## src/rtl/mux_pkg.sv

```systemverilog
// mux_pkg -- shared mode encoding and select-width helper for mux_scan.
// Rev 1.0
`default_nettype none

package mux_pkg;

   typedef enum logic {
      MODE_MANUAL = 1'b0,
      MODE_SCAN   = 1'b1
   } mode_e;

   function automatic int sel_width(input int n);
      return ($clog2(n) < 1) ? 1 : $clog2(n);
   endfunction

endpackage

`default_nettype wire

```

## src/rtl/mux_scan_scan_timer.sv

```systemverilog
// scan_timer -- dwell counter and channel index for the mux_scan sequencer.
// Rev 1.0
`default_nettype none

module scan_timer
   import mux_pkg::*;
#(
   parameter int N_CH  = 4,
   parameter int DWELL = 4,
   localparam int SELW = sel_width(N_CH)
) (
   input  logic            clk,
   input  logic            rst_n,
   input  logic            i_en,
   input  logic            i_hold,
   input  logic            i_load,
   input  logic [SELW-1:0] i_sel,
   output logic [SELW-1:0] o_ch,
   output logic            o_wrap_pre
);

   localparam int              DW           = $clog2(DWELL) + 1;
   localparam logic [DW-1:0]   c_DWELL_LAST = DW'(DWELL - 1);
   localparam logic [SELW-1:0] c_CH_LAST    = SELW'(N_CH - 1);

   logic [SELW-1:0] r_ch;
   logic [DW-1:0]   r_dwell;
   logic            r_wrap_pre;
   logic            w_advance;

   assign w_advance = i_en && !i_hold && (r_dwell == c_DWELL_LAST);

   always_ff @(posedge clk) begin
      if (!rst_n) begin
         r_ch       <= '0;
         r_dwell    <= '0;
         r_wrap_pre <= 1'b0;
      end else begin
         // Marks the cycle after ch wrapped to 0; the output stage shows ch 0 next.
         r_wrap_pre <= w_advance && (r_ch == c_CH_LAST);
         if (!i_en) begin
            r_dwell <= '0;
            if (i_load) begin
               r_ch <= i_sel;
            end
         end else if (!i_hold) begin
            if (w_advance) begin
               r_dwell <= '0;
               r_ch    <= (r_ch == c_CH_LAST) ? '0 : r_ch + SELW'(1);
            end else begin
               r_dwell <= r_dwell + DW'(1);
            end
         end
      end
   end

   assign o_ch       = r_ch;
   assign o_wrap_pre = r_wrap_pre;

endmodule

`default_nettype wire

```

## src/rtl/mux_scan.sv

```systemverilog
// mux_scan -- registered N-channel W-bit mux with manual select or auto-scan.
// Rev 1.0
`default_nettype none

module mux_scan
   import mux_pkg::*;
#(
   parameter int N_CH  = 4,
   parameter int W     = 8,
   parameter int DWELL = 4,
   localparam int SELW = sel_width(N_CH)
) (
   input  logic              clk,
   input  logic              rst_n,
   input  logic [N_CH*W-1:0] in_data,
   input  logic              mode,
   input  logic [SELW-1:0]   sel,
   input  logic              hold,
   output logic [W-1:0]      out_data,
   output logic [SELW-1:0]   out_ch,
   output logic              out_valid,
   output logic              wrap
);

   logic            w_scan;
   logic            w_legal_sel;
   logic            w_load;
   logic            w_cur_legal;
   logic            w_wrap_pre;
   logic [SELW-1:0] w_tim_ch;
   logic [SELW-1:0] w_cur_ch;
   logic [W-1:0]    w_data;

   logic [W-1:0]    r_data;
   logic [SELW-1:0] r_ch;
   logic            r_valid;
   logic            r_wrap;

   assign w_scan      = (mode_e'(mode) == MODE_SCAN);
   assign w_legal_sel = ({1'b0, sel} < (SELW + 1)'(N_CH));
   assign w_load      = !w_scan && w_legal_sel;
   assign w_cur_ch    = w_scan ? w_tim_ch : sel;
   assign w_cur_legal = w_scan || w_legal_sel;

   scan_timer #(
      .N_CH  (N_CH),
      .DWELL (DWELL)
   ) u_timer (
      .clk        (clk),
      .rst_n      (rst_n),
      .i_en       (w_scan),
      .i_hold     (hold),
      .i_load     (w_load),
      .i_sel      (sel),
      .o_ch       (w_tim_ch),
      .o_wrap_pre (w_wrap_pre)
   );

   // Indices at or above N_CH match no channel and leave the data at zero.
   always_comb begin
      w_data = '0;
      for (int c = 0; c < N_CH; c++) begin
         if (w_cur_ch == SELW'(c)) begin
            w_data = in_data[c*W +: W];
         end
      end
   end

   always_ff @(posedge clk) begin
      if (!rst_n) begin
         r_data  <= '0;
         r_ch    <= '0;
         r_valid <= 1'b0;
         r_wrap  <= 1'b0;
      end else begin
         r_data  <= w_data;
         r_ch    <= w_cur_ch;
         r_valid <= w_cur_legal;
         r_wrap  <= w_scan && w_wrap_pre;
      end
   end

   assign out_data  = r_data;
   assign out_ch    = r_ch;
   assign out_valid = r_valid;
   assign wrap      = r_wrap;

endmodule

`default_nettype wire
```

## config.mk

```make
export PLATFORM = sky130hd
export DESIGN_NAME = mux_scan
export DESIGN_NICKNAME = d
export VERILOG_FILES = /design/src/rtl/mux_pkg.sv /design/src/rtl/mux_scan_scan_timer.sv /design/src/rtl/mux_scan.sv
export SDC_FILE = /design/constraint.sdc
export NUM_CORES = 1
export LEC_CHECK = 0
export CORE_ASPECT_RATIO = 1.1
export CORE_MARGIN = 2
export CORE_UTILIZATION = 35
export DETAILED_ROUTE_END_ITERATION = 10
export MAX_ROUTING_LAYER = met4
export PLACE_DENSITY = 0.76
export SLEW_MARGIN = 20
export SYNTH_ARGS = -nofsm -noshare
export SYNTH_HDL_FRONTEND = slang
export SYNTH_SLANG_ARGS = --single-unit
export TNS_END_PERCENT = 100
```

## constraint.sdc

```tcl
create_clock -name clk -period 1.36 [get_ports clk]
set_input_delay 0.272 -clock clk [delete_from_list [all_inputs] [get_ports clk]]
set_output_delay 0.272 -clock clk [all_outputs]
set_load 0.01 [all_outputs]
```

==> key figures, run 1 <==
Synth
  • Xor/xnor cell area share of the yosys netlist: 0.908%
  • Post-synthesis adder-cell area fraction: 3.89%
  • Simple-gate area share of the yosys netlist: 19.3%
  • Post-synthesis mux area share: 2.20%
  • Mean post-synth cell area: 8.77 um^2
  • Netlist cell types: 32
  • Post-Syn Area: 965 um^2
  • Post-synthesis compound-gate area fraction: 31.4%
  • Syn. warnings: 0
  • Largest family of logic cells by synthesized area: compound AO/OA/AOI/OAI gates
  • Mapped Nets: 151
  • Largest cells by area after synthesis: dfxtp_1 (37%), o21ai_0 (8.8%), a311oi_1 (7.3%)
  • Cells after Synth: 110
  • Largest area contributor in the netlist: dfxtp_1
  • Yosys reg bits: 18
  • Post-synth top area share: 37.4%
  • Sequential element share of the synthesized area: 37.4%

Final layout
  • Layout Nets: 213
  • Most frequent cells in the layout: clkdlybuf4s50_1 (34), o21ai_0 (17), nor2_1 (16), dfxtp_1 (15)
  • Layout cell share with drive strength beyond 1: 18.1%
  • Commonest non-fill, non-tap cell in the layout: clkdlybuf4s50_1
  • Syn-to-layout area delta: 65.5%
  • Layout fillers: 225
  • Ant. Diodes: 0
  • Finished Layout Cells: 202

GRT
  • Antenna violations before repair: 0
  • Vias in the first global route: 1057
  • GRT Util Overall: 20.2%
  • Largest net degree at the start of global routing: 11
  • Gr ovfl total: 0
  • Global-route wire length before repair: 4670 um

Power and ir drop
  • PD cells: 800 mW/mm^2
  • Clock Power Share: 28.1%
  • Max VDD drop: 0.000538 V
  • Sequential share of power: 45.3%
  • NetSw: 353 uW
  • Switch share: 27.6%
  • Combinational power share: 26.6%
  • Total power: 1280 uW
  • Pint: 925 uW
  • Leak pwr: 0.000665 uW

Place
  • PortBufs: 49
  • Pre-CTS setup slack: -507 ps
  • Dpl cells: 197
  • Hpwl dp: 2390 um
  • Final GP Congestion: 0.735

Floorplanning
  • Core ar.: 0.00257 mm^2
  • FP Rows: 19
  • DIE WIDTH: 54.1 um
  • Die area: 0.00319 mm^2
  • Die Height: 59.1 um
  • IO Pins: 50
  • Starting Density: 37.6%

STA
  • Final hold violation count: 0
  • FMAX: 780 MHz
  • Worst relative slew slack: 83.3%
  • Setup Total Neg Slack: 0 ps
  • Final Slew Violations: 0
  • Worst-margin pin slew: 248 ps
  • Final Setup Violations: 0
  • Minimum clock period: 1280 ps
  • Period utilization: 94.2%
  • Worst Skew: 13.0 ps
  • Final setup margin: 78.4 ps

Detailed routing
  • # DRC: 0
  • DR pass1 iterations: 6
  • ANT nets after route: 0
  • DR WL/cell: 15.9 um
  • WL final: 3220 um
  • DRT iter0 DRCs: 51
  • Total number of vias: 1103
  • Vias per inst: 5.46

Worst setup path
  • CP Launch Type: flop
  • Worst Reg-to-Reg Cells: 4
  • CP endpoint kind: flop
  • Max FO, Critical Path: 6
  • FF-to-FF setup slack: 80 ps
  • Critical Path RT: 1570 ps
  • CP Class: flop to flop
  • Critical path arrival: 1500 ps

Clocking
  • H-tree levels: 1
  • Total clock buffers created by CTS: 3
  • Clock slew at reported path FFs: 120 ps
  • CTS Hold Bufs: 0
  • Maximum clock path buffer count: 2
  • Sink Count: 18
  • Worst-Skew Late Latency: 320 ps
  • Clk Tree Root Cell: clkbuf_4
  • TritonCTS clock tree: yes

Outcome
  • Status: completed

Run
  • Max-cap violations: 0

Min path
  • Worst hold path class: input port to flop
  • Worst hold stages: 3
==> sequential cells by signal, summed over array words and instances (netlist names) <==
name / cells
out_ch: 2
out_data: 8
out_valid: 1
u_timer.o_ch: 2
u_timer.o_wrap_pre: 1
u_timer.r_dwell: 3
wrap: 1
==> synth_stat cells <==
master and number:
a21oi_1 13, a22oi_1 1, a311oi_1 8, and2_1 1, and3_1 1, and3b_2 1, and4_1 1, buf_2 2
buf_4 1, buf_6 2, clkinv_1 1, dfxtp_1 18, ha_1 3, inv_1 1, mux2_2 1, mux2i_1 1
nand2_1 1, nand2_4 1, nand2b_1 1, nand3_1 1, nand3b_2 1, nor2_1 16, nor2b_1 1, nor3_1 2
nor3_2 1, nor3b_2 1, nor3b_4 1, o21ai_0 17, o21ai_1 1, o22a_1 6, o2bb2ai_1 2, xnor2_1 1
==> per-layer routing <==
metal / track usage (%) / part of all wire, % / vias to the layer above
met4: 7.86 / 0.84 / 0
met3: 3.03 / 8.9 / 2
met2: 34.7 / 50 / 58
li1: - / - / 538
met1: 23.2 / 40 / 505
met5: - / 0 / -
==> cell families (layout without fill, tap and decap cells) <==
kind of cell | count (synthesis) | count (layout)
multiplexers | 2 | 2
buffers and inverters | 7 | 68
AND/OR/NAND/NOR | 31 | 31
adder cells (fa/ha/maj) | 3 | 3
flip-flops | 18 | 18
AO/OA/AOI/OAI | 48 | 48
XOR/XNOR | 1 | 1
==> power groups by stage <==
stage | clock (uW) | combinational [uW] | sequential [uW]
5_1_grt | 377 | 365 | 582
4_1_cts | 348 | 331 | 578
3_5_place_dp | 0 | 346 | 592
2_1_floorplan | 0 | 126 | 600
3_3_place_gp | 0 | 343 | 589
6_report | 359 | 339 | 579
==> critical path, stage by stage (launching register included) <==
cell	delay, ps
dfxtp_2	400
nor3b_4	270
buf_4	180
o21ai_0	80
a311oi_1	240
==> cell type report <==
| class | count | area, um^2 | share of cell area, % |
|---|---|---|---|
| Tap cell | 31 | 38.8 | 2.43 |
| Timing Repair Buffer | 62 | 573 | 35.9 |
| Clock buffer | 4 | 36.3 | 2.27 |
| Multi-Input combinational cell | 85 | 577 | 36.1 |
| Inverter | 2 | 7.51 | 0.470 |
| Sequential cell | 18 | 364 | 22.8 |
==> timing repair <==
item | CTS | global route
resized for setup | 16 | 10
pin swaps | 0 | 2
setup endpoints to repair | 20 | 10
gates cloned | 0 | 0
buffers inserted | 0 | 1
==> path summary, 6_finish.rpt <==
check                           from              end
hold reg to reg   u_timer.o_wrap_pre             wrap
hold / removal                  mode  u_timer.o_ch[0]
setup / recovery     u_timer.o_ch[0]      out_data[4]
setup reg to reg     u_timer.o_ch[0]      out_data[4]
==> through the flow <==
step | utilization [%] | hold WS [ps] | cell area [um^2]
floorplan | - | 300 | 965
global placement | 60.1 | 449 | 1540
detailed placement | 60.1 | 467 | 1540
CTS | 61.2 | 493 | 1570
global route | 62.2 | 454 | 1600
finish | 62.2 | 412 | 1600
Power figures use the tool's default switching activity.
==> run 2: changes to the inputs <==
- CORE_MARGIN: 2 -> 5
- CORE_UTILIZATION: 35 -> 42
- PLACE_DENSITY: 0.76 -> 0.85
- clock period: 1.36 -> 1.5 ns (I/O delays scaled with it)
==> key figures, run 2 (synthesis gave the netlist of run 1 again) <==
Run
  • Max-cap violations: 0 (unchanged)

Worst setup path
  • Slowest-stage cell, CP: clkdlybuf4s50_1
  • CP Class: flop to primary output
  • CP Launch Type: flop
  • Largest stage delay, worst path: 540 ps (+140 ps)
  • Crit path cell chain: clkdlybuf4s50_1
  • Delay-heaviest family, CP: buffers and inverters
  • CP endpoint kind: primary output
  • Critical path arrival: 1170 ps (-330 ps)
  • Critical Path RT: 1200 ps (-370 ps)
  • CP Buf/Inv Count: 1 (unchanged)
  • Max FO, Critical Path: 1 (-5)

Floorplanning
  • Core ar.: 0.00223 mm^2 (-13%)
  • FP Rows: 18 (-1)
  • IO Pins: 50 (unchanged)
  • Die Height: 60.3 um (+2.0%)
  • DIE WIDTH: 55.7 um (+3.0%)
  • Die area: 0.00336 mm^2 (+5.1%)
  • Starting Density: 43.3% (+5.7 points)

STA
  • Final setup margin: 32.9 ps (-45.5 ps)
  • Final hold violation count: 0 (unchanged)
  • Final Slew Violations: 0 (unchanged)
  • Worst Skew: 8.59 ps (-4.45 ps)
  • FMAX: 682 MHz
  • Final Setup Violations: 0 (unchanged)
  • Worst relative slew slack: 76.0% (-7.4 points)
  • Minimum clock period: 1470 ps
  • RSZ-0062 raised after global routing: no
  • Worst-margin pin slew: 360 ps (+112 ps)
  • Period utilization: 97.8%

Final layout
  • Finished Layout Cells: 203 (+0.50%)
  • Commonest non-fill, non-tap cell in the layout: clkdlybuf4s50_1
  • Syn-to-layout area delta: 67.2%
  • Most frequent cells in the layout: clkdlybuf4s50_1 (48), o21ai_0 (17), nor2_1 (16), dfxtp_1 (16), buf_4 (14)
  • Layout cell share with drive strength beyond 1: 16.8% (-1.4 points)
  • Layout Nets: 215 (+0.94%)
  • Ant. Diodes: 0 (unchanged)
  • Max reg flops: 8 (unchanged)
  • Layout fillers: 160 (-29%)

Clocking
  • TritonCTS clock tree: yes
  • Clock slew at reported path FFs: 110 ps (about the same)
  • Clk Tree Root Cell: clkbuf_4
  • Sink Count: 18 (unchanged)
  • Worst-Skew Late Latency: 300 ps (-20 ps)
  • Total clock buffers created by CTS: 3 (unchanged)
  • Maximum clock path buffer count: 2 (unchanged)
  • H-tree levels: 1 (unchanged)

GRT
  • Antenna violations before repair: 0 (unchanged)
  • Vias in the first global route: 1148 (+8.6%)
  • Gr ovfl total: 0 (unchanged)
  • GRT Util Overall: 20.8% (+0.60 points)
  • Largest net degree at the start of global routing: 11 (unchanged)
  • Global-route wire length before repair: 5220 um (+12%)

Detailed routing
  • ANT nets after route: 0 (unchanged)
  • Vias per inst: 5.57 (+1.9%)
  • WL final: 3240 um (+0.87%)
  • DR pass1 iterations: 4 (-2)
  • # DRC: 0 (unchanged)
  • Total number of vias: 1130 (+2.4%)
  • DRT iter0 DRCs: 47 (-7.8%)
  • DR WL/cell: 16.0 um (+0.37%)

Power and ir drop
  • Sequential share of power: 45.6% (+0.3 points)
  • Max VDD drop: 0.000546 V (+1.4%)
  • Switch share: 25.8% (-1.9 points)
  • Combinational power share: 28.2% (+1.6 points)
  • Leak pwr: 0.000623 uW (-6.3%)
  • PD cells: 716 mW/mm^2 (-11%)
  • NetSw: 298 uW (-16%)
  • Pint: 857 uW (-7.3%)
  • Clock Power Share: 26.2% (-1.9 points)

Place
  • Final GP Congestion: 0.755 (+2.7%)
  • Hpwl dp: 2430 um (+1.8%)
  • PortBufs: 49 (unchanged)
  • Dpl cells: 197 (unchanged)
  • Pre-CTS setup slack: -325 ps (+181 ps)

Outcome
  • Status: completed

Min path
  • Worst hold path class: flop to flop
==> run 2: cell types whose count changed in the layout (fill, tap and decap cells not counted), sizes merged <==
cell,change
dlygate4sd2,-13
buf,+2
clkbuf,-1
clkdlybuf4s50,+14
==> run 2: cell type report <==
type / instances / area [um^2] / share of cell area [%]
Clock buffer: 4 / 36.3 / 2.25
Tap cell: 30 / 37.5 / 2.33
Sequential cell: 18 / 363 / 22.5
Multi-Input combinational cell: 85 / 559 / 34.7
Timing Repair Buffer: 64 / 609 / 37.8
Inverter: 2 / 7.51 / 0.465
==> run 2: layer usage <==
| layer | GRT usage [%] | up-vias | part of all wire [%] |
|---|---|---|---|
| met4 | 9.72 | 0 | 2.4 |
| met3 | 5.40 | 11 | 7.2 |
| li1 | - | 542 | - |
| met1 | 21.4 | 515 | 39 |
| met5 | - | - | 0 |
| met2 | 37.3 | 62 | 51 |
==> run 2: through the flow <==
| stage | cell area [um^2] | total power [uW] | setup TNS [ps] | hold slack (ps) | util [%] |
|---|---|---|---|---|---|
| floorplan | 965 | 658 | 0 | 328 | - |
| global placement | 1550 | 845 | -1720 | 449 | 69.5 |
| detailed placement | 1550 | 853 | -2070 | 474 | 69.5 |
| CTS | 1600 | 1150 | 0 | 501 | 71.8 |
| global route | 1610 | 1210 | 0 | 528 | 72.3 |
| finish | 1610 | 1160 | 0 | 489 | 72.3 |
==> run 2: final timing paths <==
kind                                    startpoint              end  slack, ps  cells past startpoint
worst max-delay path                   out_data[3]      out_data[3]         30                      1
worst min register to register  u_timer.o_wrap_pre             wrap        490                      1
worst max register to register  u_timer.r_dwell[0]  u_timer.o_ch[1]        170                      5
worst min-delay path            u_timer.o_wrap_pre             wrap        490                      1
==> run 2: power by group through the flow <==
stage	sequential [uW]	clock, uW	combinational [uW]
floorplan	544	0	114
CTS	526	302	323
global placement	535	0	310
finish	526	302	326
detailed placement	537	0	316
global route	530	329	351
==> run 2: timing repair <==
item	CTS	global route
hold buffers	0	0
pin swaps	1	1
gates resized for setup	0	5
endpoints found under the setup margin	1	7
buffers inserted	2	0
==> run 3: changes to the inputs <==
- CORE_MARGIN: 5 -> unset
==> key figures, run 3 (synthesis gave the netlist of run 1 again) <==
STA
  • Final Slew Violations: 0 (unchanged)
  • Worst Skew: 4.80 ps (-3.79 ps)
  • Period utilization: 98.8% (+1.0 points)
  • RSZ-0062 raised after global routing: no
  • Final hold violation count: 0 (unchanged)
  • FMAX: 675 MHz (-1.0%)
  • Worst-margin pin slew: 392 ps (+31.6 ps)
  • Final hold slack: 477 ps (-11.7 ps)
  • Worst relative slew slack: 73.9% (-2.1 points)
  • Final Setup Violations: 0 (unchanged)
  • Minimum clock period: 1480 ps (+15.0 ps)

Floorplanning
  • Starting Density: 46.3% (+3.0 points)
  • Die area: 0.00249 mm^2 (-26%)
  • IO Pins: 50 (unchanged)
  • Core ar.: 0.00208 mm^2 (-6.5%)
  • FP Rows: 17 (-1)
  • DIE WIDTH: 47.7 um (-14%)
  • Die Height: 52.3 um (-13%)

Clocking
  • Sink Count: 18 (unchanged)
  • H-tree levels: 1 (unchanged)
  • Clk Tree Root Cell: clkbuf_4
  • Total clock buffers created by CTS: 3 (unchanged)
  • Worst-Skew Late Latency: 310 ps (about the same)
  • Maximum clock path buffer count: 2 (unchanged)
  • CTS Hold Bufs: 0 (unchanged)
  • TritonCTS clock tree: yes
  • Clock slew at reported path FFs: 110 ps (about the same)
  • # Post-CTS Setup Buffers: 0 (-2)

Final layout
  • Ant. Diodes: 0 (unchanged)
  • Post-layout util: 77.8% (+5.5 points)
  • Max reg flops: 8 (unchanged)
  • Layout Nets: 215 (unchanged)
  • Multi-input gate area: 559 um^2 (unchanged)
  • Final instance area: 0.00162 mm^2 (+0.54%)
  • Syn-to-layout area delta: 68.1%
  • Finished Layout Cells: 201 (-0.99%)
  • Layout cell share with drive strength beyond 1: 16.2% (-0.58 points)
  • Layout fillers: 143 (-11%)
  • Most frequent cells in the layout: clkdlybuf4s50_1 (40), dfxtp_1 (17), o21ai_0 (16), nor2_1 (16), buf_4 (15)
  • Seq. cell area: 362 um^2 (-0.34%)
  • Commonest non-fill, non-tap cell in the layout: clkdlybuf4s50_1

GRT
  • GRT Util Overall: 27.9% (+7.2 points)
  • Antenna violations before repair: 0 (unchanged)
  • Global-route wire length before repair: 4790 um (-8.2%)
  • Vias in the first global route: 1102 (-4.0%)
  • Largest net degree at the start of global routing: 11 (unchanged)
  • Gr ovfl total: 0 (unchanged)

Detailed routing
  • WL final: 3440 um (+6.1%)
  • ANT nets after route: 0 (unchanged)
  • Vias per inst: 5.72 (+2.7%)
  • DRT iter0 DRCs: 29 (-38%)
  • # DRC: 0 (unchanged)
  • DR pass1 iterations: 4 (unchanged)
  • Total number of vias: 1149 (+1.7%)
  • DR WL/cell: 17.1 um (+7.2%)

Worst setup path
  • CP endpoint kind: primary output
  • Delay-heaviest family, CP: buffers and inverters
  • Max FO, Critical Path: 1 (unchanged)
  • Largest stage delay, worst path: 530 ps (about the same)
  • Critical R2R Capture: u_timer.o_ch[1]
  • CP Launch Type: flop
  • Worst Reg-to-Reg Cells: 5 (unchanged)
  • FF-to-FF setup slack: 130 ps (-40 ps)
  • CP Class: flop to primary output
  • CP Buf/Inv Count: 1 (unchanged)
  • Critical path arrival: 1180 ps (about the same)
  • Critical Path RT: 1200 ps (about the same)
  • Crit path cell chain: clkdlybuf4s50_1
  • Reg2reg start: u_timer.r_dwell[0]
  • Slowest-stage cell, CP: clkdlybuf4s50_1

Outcome
  • Status: completed

Place
  • Post-DP Area: 0.00156 mm^2 (+0.81%)
  • Dpl cells: 197 (unchanged)
  • Final GP Congestion: 0.791 (+4.8%)
  • PortBufs: 49 (unchanged)
  • Hpwl dp: 2500 um (+2.7%)

Min path
  • Worst hold start: u_timer.o_wrap_pre
  • Worst hold path class: flop to flop
  • Worst hold stages: 1 (unchanged)
  • Hold Path Sink: wrap

Power and ir drop
  • Max VDD drop: 0.000360 V (-34%)
  • Leak pwr: 0.000727 uW (+17%)
  • PD cells: 723 mW/mm^2 (+0.99%)

Run
  • Max-cap violations: 0 (unchanged)
run 3: metal layers:
metal | global-route usage, % | share of wire (%) | up-vias
li1 | - | - | 542
met1 | 31.6 | 39 | 542
met2 | 48.6 | 51 | 52
met3 | 2.76 | 6.8 | 13
met4 | 11.1 | 3.3 | 0
met5 | - | 0 | -
run 3: cell type report:
class	count	share of cell area [%]
clock buffers	4	2.24
inverters	2	0.463
multi-input cells	85	34.5
flip-flops and latches	18	22.3
well taps	28	2.16
repair buffers	64	38.3
run 3: worst max-delay path by stage:
stage | start | end | slack [ps] | cells past startpoint
2_1_floorplan | u_timer.r_dwell[0] | u_timer.o_ch[1] | 220 | 5
3_3_place_gp | mode | out_data[4] | -180 | 5
3_5_place_dp | mode | out_data[4] | -290 | 5
4_1_cts | out_data[4] | out_data[4] | 2 | 1
5_1_grt | out_data[1] | out_data[1] | 1 | 1
6_report | out_data[3] | out_data[3] | 20 | 1
run 3: what timing repair did:
item / in CTS / in global routing
resized for setup: 1 / 11
pin swaps: 0 / 1
setup endpoints to repair: 1 / 11
run 3: per-stage QoR:
| step | power [uW] | setup TNS, ps | setup slack (ps) |
|---|---|---|---|
| 2_1_floorplan | 658 | 0 | 221 |
| 3_3_place_gp | 848 | -1440 | -184 |
| 3_5_place_dp | 863 | -2060 | -292 |
| 4_1_cts | 1180 | 0 | 1.73 |
| 5_1_grt | 1220 | 0 | 1.06 |
| 6_report | 1170 | 0 | 17.9 |
run 3: report_power, final:
group | internal, uW | total [uW] | switching, uW
sequential | 508 | 526 | 18.2
combinational | 197 | 327 | 130
clock | 149 | 319 | 170
